===== config.mk =====
export PLATFORM = sky130hd
export DESIGN_NAME = idb_drive_arbiter
export DESIGN_NICKNAME = d
export VERILOG_FILES = /design/src/rtl/idb_arb_pkg.sv /design/src/rtl/idb_drive_arbiter_rr_pick.sv /design/src/rtl/idb_drive_arbiter.sv
export SDC_FILE = /design/constraint.sdc
export NUM_CORES = 1
export LEC_CHECK = 0
export CELL_PAD_IN_SITES_DETAIL_PLACEMENT = 1
export CELL_PAD_IN_SITES_GLOBAL_PLACEMENT = 1
export CORE_ASPECT_RATIO = 0.5
export CORE_MARGIN = 8
export CORE_UTILIZATION = 44
export CTS_BUF_LIST = sky130_fd_sc_hd__clkbuf_2 sky130_fd_sc_hd__clkbuf_4 sky130_fd_sc_hd__clkbuf_8
export CTS_CLUSTER_SIZE = 40
export DETAILED_ROUTE_END_ITERATION = 10
export GPL_TIMING_DRIVEN = 0
export PLACE_DENSITY_LB_ADDON = 0.1
export SYNTH_ARGS = -nofsm -noshare
export SYNTH_HDL_FRONTEND = slang
export SYNTH_SLANG_ARGS = --single-unit
export TNS_END_PERCENT = 50

===== constraint.sdc =====
create_clock -name clk -period 2.73 [get_ports clk]
set_clock_uncertainty 0.15 [all_clocks]
set_input_delay 0.819 -clock clk [delete_from_list [all_inputs] [get_ports clk]]
set_output_delay 0.819 -clock clk [all_outputs]
set_load 0.03 [all_outputs]

===== src/rtl/idb_arb_pkg.sv =====
// Shared types and default sizing for the IDB driver-enable arbiter.
package idb_arb_pkg;

  // Default number of requesters / octal driver pairs.
  localparam int ARB_N_DEF          = 4;
  // Default grant cycles before a forced hand-over when others are waiting.
  localparam int ARB_MAX_TENURE_DEF = 8;
  // Default all-drivers-off cycles between two owners.
  localparam int ARB_TURN_DEF       = 1;

  // Width of the tenure counter (MAX_TENURE is at most 255).
  localparam int ARB_TENURE_W = 8;
  // Width of the turnaround counter (TURN is at most 7).
  localparam int ARB_TURN_W   = 3;

  typedef enum logic [1:0] {
    ST_IDLE  = 2'd0,
    ST_GRANT = 2'd1,
    ST_TURN  = 2'd2
  } arb_state_e;

endpackage


===== src/rtl/idb_drive_arbiter_rr_pick.sv =====
// Round-robin picker: first set request after last_owner, wrapping.
// The previous owner is examined last, so it keeps the lowest priority.
module rr_pick #(
  parameter int N = 4,
  parameter int W = $clog2(N)
) (
  input  logic [N-1:0] req,
  input  logic [W-1:0] last_owner,
  output logic         any,
  output logic [W-1:0] winner
);

  // Walk offsets 1..N from last_owner and keep the first hit.
  always_comb begin
    int         idx;
    logic [W-1:0] idx_w;
    any    = 1'b0;
    winner = '0;
    idx    = 0;
    idx_w  = '0;
    for (int off = 1; off <= N; off++) begin
      idx = int'(last_owner) + off;
      if (idx >= N) begin
        idx = idx - N;
      end
      idx_w = idx[W-1:0];
      if (!any && req[idx_w]) begin
        any    = 1'b1;
        winner = idx_w;
      end
    end
  end

endmodule


===== src/rtl/idb_drive_arbiter.sv =====
// Driver-enable arbiter for a shared internal data bus built from octal
// 3-state driver pairs. Grants one pair at a time, round-robin, with a
// bounded tenure and a guaranteed all-off gap between owners.
//
// state    | meaning
// ---------+-----------------------------------------------------------
// ST_IDLE  | no owner, all drivers off, arbitrating every cycle
// ST_GRANT | owner's oe_n low, tenure counting
// ST_TURN  | all drivers off for TURN cycles; arbitrates in final cycle
module idb_drive_arbiter
  import idb_arb_pkg::*;
#(
  parameter int N          = ARB_N_DEF,
  parameter int MAX_TENURE = ARB_MAX_TENURE_DEF,
  parameter int TURN       = ARB_TURN_DEF,
  parameter int W          = $clog2(N)
) (
  input  logic         clk,
  input  logic         rst,
  input  logic [N-1:0] req,
  output logic [N-1:0] oe_n,
  output logic         gnt_valid,
  output logic [W-1:0] gnt_id,
  output logic         bus_idle
);

  localparam logic [ARB_TENURE_W-1:0] TENURE_MAX = ARB_TENURE_W'(MAX_TENURE);
  localparam logic [ARB_TENURE_W-1:0] TENURE_ONE = ARB_TENURE_W'(1);
  localparam logic [ARB_TURN_W-1:0]   TURN_LOAD  = ARB_TURN_W'(TURN - 1);
  localparam logic [W-1:0]            LAST_RST   = W'(N - 1);
  localparam logic [N-1:0]            ONE_N      = {{(N-1){1'b0}}, 1'b1};

  arb_state_e              state_q, state_d;
  logic [W-1:0]            owner_q, owner_d;
  logic [W-1:0]            last_owner_q, last_owner_d;
  logic [ARB_TENURE_W-1:0] tenure_q, tenure_d;
  logic [ARB_TURN_W-1:0]   turn_cnt_q, turn_cnt_d;

  logic [N-1:0]            oe_n_q, oe_n_d;
  logic                    gnt_valid_q, gnt_valid_d;
  logic [W-1:0]            gnt_id_q, gnt_id_d;
  logic                    bus_idle_q, bus_idle_d;

  logic                    pick_any;
  logic [W-1:0]            pick_winner;
  logic [N-1:0]            owner_mask;
  logic [N-1:0]            owner_next_mask;
  logic                    owner_req;
  logic                    others_req;
  logic                    tenure_full;

  rr_pick #(
    .N (N),
    .W (W)
  ) u_rr_pick (
    .req        (req),
    .last_owner (last_owner_q),
    .any        (pick_any),
    .winner     (pick_winner)
  );

  // Decode the current owner's request and whether anyone else is waiting.
  always_comb begin
    owner_mask  = ONE_N << owner_q;
    owner_req   = |(req & owner_mask);
    others_req  = |(req & ~owner_mask);
    tenure_full = (tenure_q == TENURE_MAX);
  end

  // Next-state logic for the IDLE / GRANT / TURNAROUND sequencer.
  always_comb begin
    state_d      = state_q;
    owner_d      = owner_q;
    last_owner_d = last_owner_q;
    tenure_d     = tenure_q;
    turn_cnt_d   = turn_cnt_q;

    unique case (state_q)
      ST_IDLE: begin
        if (pick_any) begin
          state_d  = ST_GRANT;
          owner_d  = pick_winner;
          tenure_d = TENURE_ONE;
        end
      end

      ST_GRANT: begin
        // Release and forced hand-over share one exit, so a coincident
        // release and expiry still yields a single turnaround.
        if (!owner_req || (tenure_full && others_req)) begin
          state_d      = ST_TURN;
          last_owner_d = owner_q;
          tenure_d     = '0;
          turn_cnt_d   = TURN_LOAD;
        end else if (tenure_full) begin
          tenure_d = TENURE_ONE;
        end else begin
          tenure_d = tenure_q + TENURE_ONE;
        end
      end

      ST_TURN: begin
        // Requests are only looked at in the last off cycle.
        if (turn_cnt_q == '0) begin
          if (pick_any) begin
            state_d  = ST_GRANT;
            owner_d  = pick_winner;
            tenure_d = TENURE_ONE;
          end else begin
            state_d  = ST_IDLE;
          end
        end else begin
          turn_cnt_d = turn_cnt_q - ARB_TURN_W'(1);
        end
      end

      default: begin
        state_d  = ST_IDLE;
        tenure_d = '0;
      end
    endcase
  end

  // Output values for the next cycle, derived from next state and owner so
  // the outputs themselves come straight from flops.
  always_comb begin
    owner_next_mask = ONE_N << owner_d;
    oe_n_d          = '1;
    gnt_valid_d     = 1'b0;
    gnt_id_d        = '0;
    bus_idle_d      = (state_d == ST_IDLE);
    if (state_d == ST_GRANT) begin
      oe_n_d      = ~owner_next_mask;
      gnt_valid_d = 1'b1;
      gnt_id_d    = owner_d;
    end
  end

  // State, owner bookkeeping and registered outputs; reset drops every enable.
  always_ff @(posedge clk) begin
    if (rst) begin
      state_q      <= ST_IDLE;
      owner_q      <= '0;
      last_owner_q <= LAST_RST;
      tenure_q     <= '0;
      turn_cnt_q   <= '0;
      oe_n_q       <= '1;
      gnt_valid_q  <= 1'b0;
      gnt_id_q     <= '0;
      bus_idle_q   <= 1'b1;
    end else begin
      state_q      <= state_d;
      owner_q      <= owner_d;
      last_owner_q <= last_owner_d;
      tenure_q     <= tenure_d;
      turn_cnt_q   <= turn_cnt_d;
      oe_n_q       <= oe_n_d;
      gnt_valid_q  <= gnt_valid_d;
      gnt_id_q     <= gnt_id_d;
      bus_idle_q   <= bus_idle_d;
    end
  end

  assign oe_n      = oe_n_q;
  assign gnt_valid = gnt_valid_q;
  assign gnt_id    = gnt_id_q;
  assign bus_idle  = bus_idle_q;

endmodule


# After elaboration in Yosys (flattened, before gate mapping)
# Cells that the tools add are included.
# op_classes
addsub,10
order_cmp,8
n_eq_ne,7
shift,2
n_mux,37
bitwise,5
n_reduce_logical,18
# ops
cell,n
8-bit two-way mux,4
2-bit two-way mux,13
8-bit one-hot mux with 3 select lines,1
2-bit by 3-bit less-than comparator with 1-bit output (second input constant),4
1-bit two-way mux,10
3-bit >= comparator (second input constant),3
8-bit by 1-bit adder with 8-bit output (second input constant),1
4-bit AND,2
1-bit binary-select mux with 2-bit select,4
8-bit by 4-bit equality test with 1-bit output (second input constant),1
4-bit NOT,2
4-bit OR reduction,2
1-bit by 2-bit << shifter with 4-bit output (first input constant),2
2-bit by 1-bit subtractor with 2-bit output (second input constant),4
2-bit by 2-bit adder with 3-bit output (second input constant),2
3-bit two-way mux,2
2-bit inequality test (second input constant),3
2-bit one-hot mux with 3 select lines,1
3-bit one-hot mux with 2 select lines,1
2-bit by 3-bit adder with 4-bit output (second input constant),1
2-bit by 1-bit equality test with 1-bit output (second input constant),2
4-bit by 3-bit >= comparator with 1-bit output (second input constant),1
1-bit logical AND,4
1-bit zero test,4
other kinds (12),13
# word_totals
ff_bits,25
input_bits,6
elab_cells,96

# Depth between registers and ports, before layout
# Gate-level depths: netlist of the first run.
# depth
word_depth,21
mapped_depth,8
depth_no_buf,7

# Cells and area by module
# From an unflattened synthesis of the first run, not the netlist that was laid out.
# hier_totals
hier_cells,146
area_unflattened_um2,1326.3
# by_module_without_submodules
module,n_inst,cells_each,area_per_inst_um2
idb_drive_arbiter,1,132,1234.9
rr_pick,1,14,91.3

# Worst setup path after synthesis of the first run
# Ideal clock, no wire load.
# synth_timing
path_type,input -> register
startpoint,input req[0]
endpoint,"register oe_n_q[1], in the netlist oe_n[1]"
t_arrival_ns,1.768
t_required_ns,2.456
slack_ns,0.687
cell_stages,4
cell_sequence,nor4_4 > nor3_2 > o22a_1 > a2111o_1
# synth_between
elab_chain_cells,18
word_cells_on_any_way,42
classes_between,1 x eq/ne; 1 x shift; 24 x mux; 4 x bitwise; 12 x reduce/logical
# synth_lines
element,line_no,source
"start, declared",idb_drive_arbiter.sv:20,"input logic [N-1:0] req,"
1-bit binary-select mux with 2-bit select,idb_drive_arbiter_rr_pick.sv:27,if (!any && req[idx_w]) begin
1-bit two-way mux (implied by the code),idb_drive_arbiter_rr_pick.sv:27,
1-bit two-way mux,idb_drive_arbiter_rr_pick.sv:27,
1-bit zero test,idb_drive_arbiter_rr_pick.sv:27,
1-bit logical AND,idb_drive_arbiter_rr_pick.sv:27,
1-bit two-way mux,idb_drive_arbiter_rr_pick.sv:27,
1-bit zero test,idb_drive_arbiter_rr_pick.sv:27,
1-bit logical AND,idb_drive_arbiter_rr_pick.sv:27,
[... 2 more ...],-,
1-bit logical AND,idb_drive_arbiter_rr_pick.sv:27,
1-bit two-way mux,idb_drive_arbiter_rr_pick.sv:27,
1-bit two-way mux,idb_drive_arbiter.sv:105,if (pick_any) begin
2-bit two-way mux,idb_drive_arbiter.sv:104,if (turn_cnt_q == '0) begin
2-bit one-hot mux with 3 select lines,idb_drive_arbiter.sv:78,unique case (state_q)
2-bit by 1-bit equality test with 1-bit output,idb_drive_arbiter.sv:132,if (state_d == ST_GRANT) begin
1-bit NOT (no source line),-,
2-bit OR reduction (no source line),-,
"end signal, assigned",idb_drive_arbiter.sv:157,oe_n_q <= oe_n_d;
"end, declared",idb_drive_arbiter.sv:39,"logic [N-1:0] oe_n_q, oe_n_d;"
# Parallel ways exist; a longest one is shown, timed or not. The select of a mux whose other input is x is not followed.
# A chain may end at the register's enable or synchronous reset.

==> flow_metrics.env, run 1 <==
export IMPL_outcome="completed"
export IMPL_start_kind="input pin"
export IMPL_synth_ff_type="dfxtp_1"
export IMPL_post_place_ws_ns=-0.153
export IMPL_synth_edf_count=0
export IMPL_fin_crit_sh_pct=95.5
export IMPL_tns_ns=0
export IMPL_design_die_area_um2=5460
export IMPL_synth_top_cell_area_share_pct=34.8
export IMPL_vias=1330
export IMPL_wire_per_inst_um=17.1
export IMPL_drt_wl_total_um=3800
export IMPL_ir_drop_v=0.000221
export IMPL_post_dp_hpwl_um=2790
export IMPL_cts_htree_levels=1
export IMPL_yosys_area_share_adder_pct=3.48
export IMPL_gr_total_overflow=0
export IMPL_synth_top_family_by_area="compound AO/OA/AOI/OAI gates"
export IMPL_drc=0
export IMPL_synth_seq_area_share_pct=34.8
export IMPL_synth_async_reset_ratio_pct=0
export IMPL_vias_per_cell=5.99
export IMPL_cts_hold_buf=0
export IMPL_rows=14
export IMPL_grt_pass1_wl_um=6440
export IMPL_arrival_ns=2.67
export IMPL_clk_latency_ns=0.27
export IMPL_io_buffer_count=13
export IMPL_final_layout_size_suffix_gt1_share_pct=10.4
export IMPL_synth_top_area_cell="dfxtp_1"
export IMPL_die_w_um=96.8
export IMPL_syn_area_um2=1440
export IMPL_cts_max_path_buffers=2
export IMPL_seq_area_um2=500
export IMPL_hp_class="reg2reg"
export IMPL_start_util_pct=46.9
export IMPL_grt_max_degree=16
export IMPL_fin_crit_ns=2.61
export IMPL_layout_commonest_cell="dfxtp_1"
export IMPL_end_kind="flip-flop"
export IMPL_core_area_um2=3070
export IMPL_final_cell_mix="dfxtp_1 (25), nor2_1 (13), clkdlybuf4s50_1 (13)"
export IMPL_clock_sinks=25
export IMPL_num_nets_final=193
export IMPL_antenna_found_initial=0
export IMPL_syn_instance_count=165
export IMPL_synth_cell_types=47
export IMPL_setup_viol=0
export IMPL_grt_usage_pct=13.9
export IMPL_worst_setup_path_type="in2reg"
export IMPL_p_leak_nw=0.609
export IMPL_power_density_nw_per_um2=564
export IMPL_syn2layout_area_growth_pct=16.3
export IMPL_root_buffer="clkbuf_8"
export IMPL_syn_nets=175
export IMPL_clock_fmax_mhz=384
export IMPL_setup_slack_ns=0.124
export IMPL_synthSimpleGateAreaFrac_pct=25.2
export IMPL_cp_required_ns=2.79
export IMPL_slew_viol_final=0
export IMPL_hold_viol_final=0
export IMPL_timing_slew_headroom_pct=47.9
export IMPL_drtIter0Drc=42
export IMPL_synthMuxAreaShare_pct=4.61
export IMPL_die_y_um=56.4
export IMPL_worst_path_max_fanout=10
export IMPL_fillers=378
export IMPL_yosysWarnings=0
export IMPL_drv_cap=0
export IMPL_rsz0062_at_grt="false"
export IMPL_clk_pin_slew_worst_paths_ns=0.10
export IMPL_multi_input_area_um2=863
export IMPL_netlist_top_cells_area="dfxtp_1 (35%), a31oi_1 (4.8%), ha_1 (3.5%)"
export IMPL_grt_pass1_vias=1363
export IMPL_ant_nets=0
export IMPL_n_antenna_cell=0
export IMPL_tightestPinTransition_ns=0.778
export IMPL_ys_seq_elements=25
export IMPL_drtPass1Iterations=4
export IMPL_cts_tree="done"
export IMPL_io_pins=14
export IMPL_post_cts_setup_buffers=0
export IMPL_cts_inserted_buffers=3
export IMPL_synth_xor_area_share_pct=0.609
export IMPL_syn_area_per_cell_um2=8.71
export IMPL_place_congestion=0.741
export IMPL_synth_compound_area_share_pct=25.8
[registers in the layout (all words and copies together), names as in the netlist]
register and cells:
last_owner_q 2, bus_idle 1, oe_n 4, state_q 2, owner_q 2, tenure_q 8, gnt_id 2, turn_cnt_q 3
gnt_valid 1
[path summary, 6_finish.rpt]
| path | startpoint | to | slack, ns | cells after the start |
|---|---|---|---|---|
| hold / removal | tenure_q[7] | tenure_q[7] | 0.33 | 1 |
| hold reg to reg | tenure_q[7] | tenure_q[7] | 0.33 | 1 |
| setup reg to reg | tenure_q[0] | tenure_q[5] | 0.59 | 6 |
| setup / recovery | rst | tenure_q[5] | 0.12 | 5 |
[cell type report]
class | instances | share of cell area [%]
flip-flops and latches | 25 | 29.9
clock inverters | 1 | 0.449
well taps | 40 | 2.99
repair buffers | 13 | 7.78
multi-input cells | 124 | 51.6
clock buffers | 3 | 2.47
inverters | 6 | 1.35
plain buffers | 10 | 3.37
[cells by family (layout without fill, tap and decap cells)]
| kind of cell | Yosys count | in the layout |
|---|---|---|
| buffers and inverters | 16 | 33 |
| adder cells (fa/ha/maj) | 4 | 4 |
| AO/OA/AOI/OAI | 51 | 51 |
| AND/OR/NAND/NOR | 63 | 63 |
| XOR/XNOR | 1 | 1 |
| multiplexers | 5 | 5 |
| flip-flops | 25 | 25 |
[critical path: stages]
cell and delay (ns):
clkdlybuf4s50_1 0.46, clkbuf_1 0.30, a31oi_1 0.67, o211ai_1 0.20, a31oi_1 0.21
[routing by layer]
layer	routed length [um]	global-route usage [%]
met1	1880	17.2
met2	1770	23.7
met3	133	4.27
met4	19	1.74
met5	0	0
[through the flow]
step	total power, mW	cell area (um2)	cells	hold slack, ns	util [%]
CTS	0.949	1670	222	0.339	54.4
floorplan	0.619	1440	165	0.289	-
finish	0.943	1670	222	0.335	54.5
detailed placement	0.710	1620	218	0.321	52.8
global route	0.996	1670	222	0.384	54.5
global placement	0.702	1620	218	0.309	52.8
[synth_stat cells (6+ instances only)]
master	count
a21oi_1	8
a31oi_1	11
dfxtp_1	25
inv_1	6
nand2_1	11
nand3_1	6
nor2_1	13
nor3_1	6
o21ai_0	7
or3_1	6
[where the power goes]
part / switching [mW] / internal (mW) / total [mW]
Sequential: 0.0230 / 0.399 / 0.422
Clock: 0.133 / 0.104 / 0.236
Combinational: 0.167 / 0.117 / 0.284
Total: 0.323 / 0.620 / 0.943
[repair_timing]
item                                    4_1_cts  5_1_grt
gates resized for setup                       0        1
endpoints found under the hold margin         0        0
endpoints found under the setup margin        0        1
Note: power is estimated with default switching activity, not from simulation.
==> run 2: changes to the inputs <==
--- a/config.mk
+++ b/config.mk
@@ -5,15 +5,18 @@
 export SDC_FILE = /design/constraint.sdc
 export NUM_CORES = 1
 export LEC_CHECK = 0
+export ABC_AREA = 1
 export CELL_PAD_IN_SITES_DETAIL_PLACEMENT = 1
 export CELL_PAD_IN_SITES_GLOBAL_PLACEMENT = 1
 export CORE_ASPECT_RATIO = 0.5
 export CORE_MARGIN = 8
-export CORE_UTILIZATION = 44
+export CORE_UTILIZATION = 41
 export CTS_BUF_LIST = sky130_fd_sc_hd__clkbuf_2 sky130_fd_sc_hd__clkbuf_4 sky130_fd_sc_hd__clkbuf_8
 export CTS_CLUSTER_SIZE = 40
 export DETAILED_ROUTE_END_ITERATION = 10
+export GPL_ROUTABILITY_DRIVEN = 0
 export GPL_TIMING_DRIVEN = 0
+export HOLD_SLACK_MARGIN = 0.1
 export PLACE_DENSITY_LB_ADDON = 0.1
 export SYNTH_ARGS = -nofsm -noshare
 export SYNTH_HDL_FRONTEND = slang
==> run 2 against run 1 <==
Net effect: final cell count up 23%; synthesized cell count is 30% higher; critical path depth is 7 higher; sequential power up 23%; sequential share of layout area grew 0.52 points; design area fell by 1.7%; clock power decreased by 4%; fmax grew 7.6%; die area rose by 4.7%.
==> flow_metrics.env, run 2 <==
export IMPL_syn_area_um2=1420
export IMPL_io_pins=14
export IMPL_ys_seq_elements=25
export IMPL_drc=0
export IMPL_cts_resized=0
export IMPL_worst_setup_path_type="in2reg"
export IMPL_largest_register="tenure_q"
export IMPL_die_w_um=99.3
export IMPL_gr_total_overflow=0
export IMPL_cp_required_ns=2.75
export IMPL_slew_viol_final=0
export IMPL_clk_latency_ns=0.27
export IMPL_grt_pass1_vias=1296
export IMPL_worst_path_max_fanout=6
export IMPL_rows=15
export IMPL_hold_viol_final=0
export IMPL_setup_viol=0
export IMPL_final_cell_mix="nand2_1 (63), nand3_1 (30), dfxtp_1 (25)"
export IMPL_drtIter0Drc=49
export IMPL_drv_cap=0
export IMPL_layout_commonest_cell="nand2_1"
export IMPL_vias=1395
export IMPL_cts_inserted_buffers=3
export IMPL_ant_nets=0
export IMPL_p_leak_nw=0.766
export IMPL_core_area_um2=3380
export IMPL_yosysMostFrequentCell="nand2_1"
export IMPL_clock_fmax_mhz=413
export IMPL_synth_ff_type="dfxtp_1"
export IMPL_antenna_found_initial=0
export IMPL_cts_htree_levels=1
export IMPL_netlist_top_cells_area="dfxtp_1 (35%), nand2_1 (17%), nand3_1 (11%)"
export IMPL_netSwitchingPower_mw=0.803
export IMPL_design_die_area_um2=5720
export IMPL_yosysWarnings=0
export IMPL_cts_tree="done"
export IMPL_clock_sinks=25
export IMPL_drtPass1Iterations=4
export IMPL_outcome="completed"
export IMPL_clk_pin_slew_worst_paths_ns=0.09
export IMPL_synth_edf_count=0
export IMPL_grt_max_degree=16
export IMPL_syn2layout_area_growth_pct=15.6
export IMPL_switching_share_pct=48.4
export IMPL_root_buffer="clkbuf_8"
export IMPL_seq_power_share_pct=31.1
export IMPL_syn_nets=224
export IMPL_tns_ns=0
export IMPL_die_y_um=57.6
export IMPL_final_layout_size_suffix_gt1_share_pct=9.57
export IMPL_grt_usage_pct=13.2
export IMPL_post_cts_setup_buffers=0
export IMPL_hp_class="reg2reg"
export IMPL_start_util_pct=42.1
export IMPL_synth_cell_types=24
export IMPL_fin_crit_sh_pct=88.8
export IMPL_power_density_nw_per_um2=1010
export IMPL_end_kind="flip-flop"
export IMPL_num_nets_final=241
export IMPL_synth_top_cell_area_share_pct=35.2
export IMPL_syn_instance_count=214
export IMPL_grt_pass1_wl_um=6230
export IMPL_cts_max_path_buffers=2
export IMPL_post_dp_hpwl_um=2770
export IMPL_cts_hold_buf=0
export IMPL_p_comb_share_pct=55.2
export IMPL_synth_seq_area_share_pct=35.2
export IMPL_synth_async_reset_ratio_pct=0
export IMPL_rsz0062_at_grt="false"
export IMPL_drt_wl_total_um=3630
export IMPL_timing_slew_headroom_pct=65.9
export IMPL_io_buffer_count=12
export IMPL_fin_cells=272
export IMPL_synth_top_area_cell="dfxtp_1"
export IMPL_vias_per_cell=5.13
export IMPL_tightestPinTransition_ns=0.512
export IMPL_p_int_mw=0.857
export IMPL_wire_per_inst_um=13.3
export IMPL_yosys_top_cells_count="nand2_1 (63), nand3_1 (30), dfxtp_1 (25)"
export IMPL_start_kind="input pin"
export IMPL_arrival_ns=2.45
export IMPL_ir_drop_v=0.000276
export IMPL_fin_crit_ns=2.42
export IMPL_largest_reg_flops=8
export IMPL_n_antenna_cell=0
export IMPL_placed_cells=268
export IMPL_clkPwrFrac_pct=13.7
export IMPL_syn_area_per_cell_um2=6.64
==> run 2: cell types whose count changed after synthesis, moves of 5 or more <==
cell and change:
nand4_1 +6, inv_1 +18, nand2_2 +5, a31oi_1 -11, nand3_1 +24, nand2_1 +52
a21oi_1 +5, or3_1 -6
==> run 2: power by group through the flow <==
stage	Sequential [mW]	Clock [mW]	Combinational (mW)
6_report	0.517	0.227	0.916
5_1_grt	0.528	0.252	1.02
4_1_cts	0.518	0.234	0.931
3_5_place_dp	0.525	0	0.924
3_3_place_gp	0.521	0	0.905
2_1_floorplan	0.619	0	0.564
==> run 2: area by class of cell <==
| class | count | area [um2] |
|---|---|---|
| Tap cell | 42 | 52.6 |
| Fill cell | 457 | 1740 |
| Inverter | 29 | 114 |
| Timing Repair Buffer | 12 | 120 |
| Multi-Input combinational cell | 157 | 788 |
| Clock buffer | 3 | 41.3 |
| Clock inverter | 1 | 7.51 |
| Sequential cell | 25 | 500 |
| Buffer | 3 | 18.8 |
==> run 2: final timing paths <==
kind | endpoint | from | slack [ns] | cells after the start
worst max register to register | turn_cnt_q[1] | tenure_q[0] | 0.68 | 11
worst min-delay path | turn_cnt_q[2] | turn_cnt_q[2] | 0.32 | 2
worst min register to register | turn_cnt_q[2] | turn_cnt_q[2] | 0.32 | 2
worst max-delay path | oe_n[2] | req[1] | 0.31 | 12
==> run 2: critical path, stage by stage <==
cell and delay (ns):
clkdlybuf4s50_1 0.59, nand2_1 0.08, nand2_1 0.11, nand2_1 0.11, nand2_2 0.12, nor2_4 0.05
nand2_4 0.08, nand2_4 0.07, a21oi_4 0.21, inv_2 0.08, nor2_4 0.08, nand2_1 0.05
==> run 2: stage by stage <==
stage	hold slack [ns]	setup WS, ns	total power [mW]	area (um2)	util (%)
after detailed placement	0.309	0.0341	1.45	1590	47.2
final	0.319	0.307	1.66	1640	48.6
after floorplan	0.289	0.831	1.18	1420	-
after CTS	0.324	0.312	1.68	1640	48.6
after global placement	0.300	0.0561	1.43	1590	47.2
after global routing	0.359	0.173	1.80	1640	48.6
==> run 2: routing by layer <==
metal	up-vias	global-route usage, %	share of wire [%]
met5	-	0	0
met4	0	1.92	0.77
met3	4	3.34	2.4
met2	13	22.9	45
met1	645	16.6	51
li1	733	-	-
==> run 2: logic make-up after synthesis <==
group,after synthesis,synth area share [%]
and+or+nand+nor,127,40.8
adders and majority gates,4,3.52
AOI/OAI and AO/OA,25,10.6
xor gates and xnor gates,1,0.616
buffers and inverters,32,9.33
DFF,25,35.2
==> run 3: changes to the inputs <==
--- a/config.mk
+++ b/config.mk
@@ -18,6 +18,7 @@
 export GPL_TIMING_DRIVEN = 0
 export HOLD_SLACK_MARGIN = 0.1
 export PLACE_DENSITY_LB_ADDON = 0.1
+export REMOVE_ABC_BUFFERS = 1
 export SYNTH_ARGS = -nofsm -noshare
 export SYNTH_HDL_FRONTEND = slang
 export SYNTH_SLANG_ARGS = --single-unit
==> run 3 against run 2 <==
Net effect: sequential share of layout area increased by 0.21 points; wire length decreased by 1.7%; clock power decreased by 2%; clock-buffer cell count unchanged; first-iteration DRC count decreased by 35%; worst hold slack improved by 0.0016 ns; global-route usage about the same; design area decreased by 0.69%; via count decreased by 1.7%; fmax decreased by 2.1%; sequential power increased by 3%; utilization decreased by 0.33 points; critical endpoint unchanged; largest cell class unchanged.
==> flow_metrics.env, run 3 (synthesis gave the netlist of run 2 again) <==
export IMPL_outcome="completed"
export IMPL_cts_htree_levels=1
export IMPL_slew_viol_final=0
export IMPL_post_dp_hpwl_um=2780
export IMPL_ir_drop_v=0.000318
export IMPL_fin_area_um2=1630
export IMPL_power_mw=1.65
export IMPL_placed_cells=266
export IMPL_grt_pass1_vias=1359
export IMPL_gr_total_overflow=0
export IMPL_final_layout_size_suffix_gt1_share_pct=9.21
export IMPL_clock_sinks=25
export IMPL_setup_slack_ns=0.255
export IMPL_ant_nets=0
export IMPL_cp_required_ns=2.75
export IMPL_drtIter0Drc=32
export IMPL_vias_per_cell=5.08
export IMPL_fin_cells=270
export IMPL_wire_per_inst_um=13.2
export IMPL_clk_latency_ns=0.27
export IMPL_cts_tree="done"
export IMPL_io_pins=14
export IMPL_grt_max_degree=17
export IMPL_fin_crit_ns=2.48
export IMPL_grt_pass1_wl_um=6240
export IMPL_multi_input_area_um2=788
export IMPL_worst_path_max_fanout=6
export IMPL_cts_resized=0
export IMPL_root_buffer="clkbuf_8"
export IMPL_die_y_um=57.6
export IMPL_whs_ns=0.320
export IMPL_num_nets_final=239
export IMPL_fin_crit_sh_pct=90.7
export IMPL_arrival_ns=2.50
export IMPL_final_cell_mix="nand2_1 (63), nand3_1 (30), dfxtp_1 (25)"
export IMPL_tns_ns=0
export IMPL_drt_wl_total_um=3560
export IMPL_hp_class="reg2reg"
export IMPL_syn2layout_area_growth_pct=14.8
export IMPL_post_place_ws_ns=-0.0437
export IMPL_tightestPinTransition_ns=0.657
export IMPL_core_area_um2=3380
export IMPL_vias=1371
export IMPL_rows=15
export IMPL_drtPass1Iterations=4
export IMPL_largest_reg_flops=8
export IMPL_clk_pin_slew_worst_paths_ns=0.09
export IMPL_die_w_um=99.3
export IMPL_rsz0062_at_grt="false"
export IMPL_drv_cap=0
export IMPL_cts_inserted_buffers=3
export IMPL_hold_viol_final=0
export IMPL_cts_hold_buf=0
export IMPL_n_antenna_cell=0
export IMPL_antenna_found_initial=0
export IMPL_place_area_um2=1590
export IMPL_post_cts_setup_buffers=0
export IMPL_worst_setup_path_type="in2reg"
export IMPL_p_leak_nw=0.765
export IMPL_clock_fmax_mhz=404
export IMPL_setup_viol=0
export IMPL_fillers=470
export IMPL_largest_register="tenure_q"
export IMPL_seq_area_um2=500
export IMPL_timing_slew_headroom_pct=56.1
export IMPL_start_util_pct=42.1
export IMPL_design_die_area_um2=5720
export IMPL_io_buffer_count=13
export IMPL_drc=0
export IMPL_power_density_nw_per_um2=1010
export IMPL_end_kind="flip-flop"
export IMPL_layout_commonest_cell="nand2_1"
export IMPL_final_util_pct=48.3
export IMPL_cts_max_path_buffers=2
export IMPL_start_kind="input pin"
export IMPL_grt_usage_pct=13.2
[run 3: changes by cell type in the layout (fill, tap and decap cells not counted), sizes merged]
cell | before | now
clkbuf | 5 | 3
clkinv | 0 | 1
clkdlybuf4s50 | 12 | 13
buf | 1 | 0
clkinvlp | 1 | 0
[run 3: final cells by class]
type / count / share of cell area (%)
sequential: 25 / 30.7
timing repair buffer: 13 / 7.98
multi-input combinational: 157 / 48.3
tap: 42 / 3.22
inverter: 29 / 6.98
clock inverter: 1 / 0.307
clock buffer: 3 / 2.53
[run 3: path summary, 6_finish.rpt]
check / startpoint / endpoint / slack (ns) / cells after the start
worst min-delay path: turn_cnt_q[2] / turn_cnt_q[2] / 0.32 / 2
worst max register to register: tenure_q[0] / turn_cnt_q[1] / 0.68 / 11
worst min register to register: turn_cnt_q[2] / turn_cnt_q[2] / 0.32 / 2
worst max-delay path: req[1] / oe_n[2] / 0.25 / 12
[run 3: critical path, cell delays in order]
cell and delay, ns:
clkdlybuf4s50_1 0.58, nand2_1 0.08, nand2_1 0.11, nand2_1 0.13
nand2_2 0.13, nor2_4 0.05, nand2_4 0.08, nand2_4 0.07
a21oi_4 0.23, inv_2 0.08, nor2_4 0.09, nand2_1 0.05
[run 3: layer usage]
layer  global-route usage, %  wire length [um]  vias to the layer above
met5                       0                 0                        -
met4                    1.92                14                        0
met3                    3.58                97                        2
met2                    23.7              1710                        9
met1                    15.8              1740                      640
li1                        -                 -                      720
[run 3: power breakdown]
part	internal, mW	switching (mW)
sequential	0.456	0.0741
clock	0.102	0.120
combinational	0.289	0.606
